[config.mk]
export PLATFORM = sky130hd
export DESIGN_NAME = fetch_unit
export DESIGN_NICKNAME = d
export VERILOG_FILES = /design/src/rtl/fetch_unit.sv
export SDC_FILE = /design/constraint.sdc
export NUM_CORES = 1
export LEC_CHECK = 0
export CAP_MARGIN = 20
export CORE_MARGIN = 5
export CORE_UTILIZATION = 29
export DETAILED_ROUTE_END_ITERATION = 10
export PLACE_DENSITY = 0.54
export SKIP_CTS_REPAIR_TIMING = 1
export SLEW_MARGIN = 20
export SYNTH_ARGS = -nofsm -noshare
export SYNTH_HDL_FRONTEND = slang
export SYNTH_SLANG_ARGS = --single-unit
[constraint.sdc]
create_clock -name clock -period 13.3 [get_ports clock]
set_input_delay 1.33 -clock clock [delete_from_list [all_inputs] [get_ports clock]]
set_output_delay 1.33 -clock clock [all_outputs]
set_load 0.005 [all_outputs]
[src/rtl/fetch_unit.sv]
// fetch_unit: PC register and next-address select for the single-cycle MIPS core.
// Define FETCH_INSTRET_EN to build the retired-instruction counter; otherwise instret is tied to 0.
module fetch_unit #(
    parameter logic [31:0] RESET_PC        = 32'h0000_0000,
    parameter int          TAMANHO_MEMORIA = 64,
    parameter logic [31:0] HALT_WORD       = 32'h0000_000C
) (
    input  logic        clock,
    input  logic        reset,
    input  logic [31:0] instr_in,
    input  logic        stall,
    input  logic        branch_taken,
    input  logic        jump,
    input  logic        jump_reg,
    input  logic [31:0] rs_value,
    output logic [31:0] address,
    output logic [31:0] pc_plus4,
    output logic        halted,
    output logic        fault,
    output logic [31:0] instret
);

    localparam logic [31:0] ROM_BYTES = 32'(4 * TAMANHO_MEMORIA);

    typedef enum logic [1:0] {RUN, HALT, FAULT} state_t;

    state_t      state;
    logic [31:0] br_target;
    logic [31:0] j_target;
    logic [31:0] target;
    logic        target_bad;
    logic        advance;

    assign pc_plus4  = address + 32'd4;
    assign br_target = pc_plus4 + {{14{instr_in[15]}}, instr_in[15:0], 2'b00};
    assign j_target  = {pc_plus4[31:28], instr_in[25:0], 2'b00};

    // NOTE: default assignment first so no path through the block can infer a latch.
    always_comb begin
        target = pc_plus4;
        if (jump_reg)
            target = rs_value;
        else if (jump)
            target = j_target;
        else if (branch_taken)
            target = br_target;
    end

    // A PC+4 that wraps past 2^32 lands below the ROM only if the ROM spans the whole space,
    // so the unsigned range check also catches wrap-around.
    assign target_bad = (target[1:0] != 2'b00) || (target >= ROM_BYTES);
    assign advance    = (state == RUN) && !stall;

    // NOTE: sequential state uses non-blocking assignments so every register sees pre-edge values.
    always_ff @(posedge clock or posedge reset) begin
        if (reset) begin
            state   <= RUN;
            address <= RESET_PC;
            halted  <= 1'b0;
            fault   <= 1'b0;
        end else if (advance) begin
            if (instr_in == HALT_WORD) begin
                state  <= HALT;
                halted <= 1'b1;
            end else if (target_bad) begin
                state <= FAULT;
                fault <= 1'b1;
            end else begin
                address <= target;
            end
        end
    end

`ifdef FETCH_INSTRET_EN
    logic [31:0] retired;

    always_ff @(posedge clock or posedge reset) begin
        if (reset)
            retired <= 32'd0;
        else if (advance)
            retired <= retired + 32'd1;
    end

    assign instret = retired;
`else
    assign instret = 32'd0;
`endif

endmodule

==> reports/qor.yml <==
max_slew_margin: 0.397
first_pass_iters: 5
async_flop_share: 1.00
die_area_um2: 19100
grt_start_max_net_pins: 37
switchingPower_mw: 0.0954
place.gp.congestion: 0.943
pwr-share-seq: 0.334
synth-seq-cells: 36
cts_max_level: 2
intPower_mw: 0.236
finalHoldViolCount: 0
drv_slew: 0
ys_seq_area_frac: 0.189
cts_made_buffers: 5
drt-total-wl_um: 19400
vias: 5176
dr_wl_met2_um: 9110
clk_path_buf_depth: 2
top_layer_used: "met4"
synth_edf_count: 0
core_um2: 16000
dieWidth_um: 138
synth_cell_types: 77
clk_pin_slew_worst_paths_ns: 0.06
antennaDiodeCount: 0
switching_share: 0.287
synth.avg_cell_area_um2: 7.64
ys_top_cells_by_area: "dfrtp_1 19%, ha_1 8.1%, buf_4 6.0%, nand2_1 4.9%, xnor2_1 4.8%"
yosysTopAreaCell: "dfrtp_1"
cp.required_ns: 13.46
p_clk_frac: 0.407
root_buffer: "clkbuf_16"
synth_area_um2: 4770
grt_overflow: 0
dp.final_hpwl_um: 16100
drt-met1-wl_um: 8580
ant_nets: 0
yosys.area.top_type_share: 0.189
synthCells: 624
port_buffers: 135
fin_total_pwr_mw: 0.332
synth_flop_cell: "dfrtp_1"
nets: 838
drive_gt1_frac: 0.0543
clkLatencyLatePin_ns: 0.29
drc: 0
first_iter_violations: 349
critical_path_class: "flip-flop to flip-flop"
crit_slowest_cell: "nor4_2"
crit_arrival_ns: 6.35
gr-usage-all-layers: 0.193
clock_skew_ns: 0.00515
num_rows: 46
cp-end-kind: "flip-flop"
crit_chain: "ha_1 -> inv_1 -> nor4_2 -> nand2_1 -> xnor2_1 -> ha_1 -> and3_1 -> and3_1 -> a32o_1 -> or2_1 -> o221ai_1 -> o2111ai_1 -> nor4_2 -> nand4_1 -> nor4_2 -> nand3_2 -> mux2_4"
clock-sinks: 36
cap_violations: 0
grt_pass1_wl_um: 29800
tns_ns: 0
wl_per_cell_um: 20.4
syn_to_final_growth_pct: 31.8
comb_power_share: 0.260
chipHeight_um: 138
regToRegSetupSlack_ns: 7.12
worstMarginPinSlew_ns: 0.902
ir_drop_mv: 0.0876
synthTopCellsByCount: "62 x nand2_1, 56 x nor2_1, 42 x a21oi_1"
cp_max_fo: 31
setup_violations: 0
vias_per_cell: 5.43
ios: 168
power_density_nw_per_um2: 52.8
wl_met3_um: 1390
fmax_mhz: 162
fin_crit_sh: 0.465
worst_setup_path_start_kind: "flip-flop"
rsz0062_at_grt: "false"
antenna_found_initial: 0
yosys_warnings: 0
initial_core_util: 0.298
leakage_nw: 2.57
status: "completed"
cts_tree: "yes"
grt_pass1_vias: 5074
crit_top_cell: "nor4_2"
cp_slowest_stage_delay_ns: 0.76
fin_crit_ns: 6.18
synth.most_common_cell: "nand2_1"
hold_class: "flip-flop to flip-flop"
layer usage:
layer	vias up	global-route usage
met3	24	0.0410
met5	-	0
met4	0	0.0484
met1	2467	0.256
li1	2457	-
met2	228	0.321
metrics by stage:
stage	utilization	setup slack [ns]	area (um2)	std cells	hold slack [ns]
6_report	0.393	7.12	6280	953	0.470
5_1_grt	0.393	6.77	6280	953	0.493
4_1_cts	0.393	7.23	6280	953	0.474
3_5_place_dp	0.382	7.00	6110	945	0.455
3_3_place_gp	0.382	7.01	6110	945	0.452
2_1_floorplan	-	8.69	4880	655	0.436
area by class of cell:
class / instances / area (um2)
Fill cell: 1674 / 9720
Sequential cell: 36 / 901
Multi-Input combinational cell: 542 / 3520
Clock buffer: 5 / 125
Timing Repair Buffer: 138 / 1370
Inverter: 13 / 48.8
Clock inverter: 3 / 42.5
Tap cell: 216 / 270
placed cells by master (no fill, tap or decap), drive strengths merged, types with 4 or more instances in the layout:
master and n:
a31oi 6, and3 6, dfrtp 36, o21bai 5, mux2i 5, nor3 16
and4 7, mux2 7, a21oi 42, and2 27, clkbuf 5, o21a 5
clkdlybuf4s50 135, conb 32, inv 12, nand2 62, nand3 25, nor2 56
o211ai 8, xor2 17, or2 4, nand2b 7, o21ai 36, nor4 20
nand4 22, o221ai 5, ha 31, a21o 8, nor2b 5, xnor2 26
worst paths after layout:
path,to,start,cells past startpoint
worst max-delay path,address[4],address[2],17
worst min-delay path,fault,fault,1
worst max register to register,address[4],address[2],17
worst min register to register,fault,fault,1
max in group asynchronous,address[4],reset,3
min in group asynchronous,address[30],reset,3
sequential cells by signal, indices dropped and copies added, names as in the netlist:
name	count
address	32
state	2
fault	1
halted	1
critical path: cells and delay by family (launching register included):
family | cells | cell delay [ns]
AND/OR/NAND/NOR | 9 | 3.03
AO/OA/AOI/OAI | 3 | 0.73
adder cells (fa/ha/maj) | 2 | 0.72
XOR/XNOR | 1 | 0.53
multiplexers | 1 | 0.49
flip-flops | 1 | 0.44
buffers and inverters | 1 | 0.09
logic make-up (layout without fill, tap and decap cells):
family,Yosys count,count (layout),synth area share
adders and majority gates,32,32,0.0856
DFF,36,36,0.189
AOI/OAI and AO/OA,155,155,0.219
muxes,12,12,0.0302
xor gates and xnor gates,43,43,0.0790
and+or+nand+nor,268,268,0.300
other,1,32,0.000787
buffers and inverters,77,159,0.0968
power by group through the flow:
stage | Clock [mW] | Sequential (mW) | Combinational, mW
floorplan | 0 | 0.113 | 0.0520
finish | 0.135 | 0.111 | 0.0861
detailed placement | 0 | 0.113 | 0.0844
CTS | 0.136 | 0.111 | 0.0850
global route | 0.141 | 0.111 | 0.0935
global placement | 0 | 0.113 | 0.0847
No activity file was read; power rests on OpenSTA's default activity.
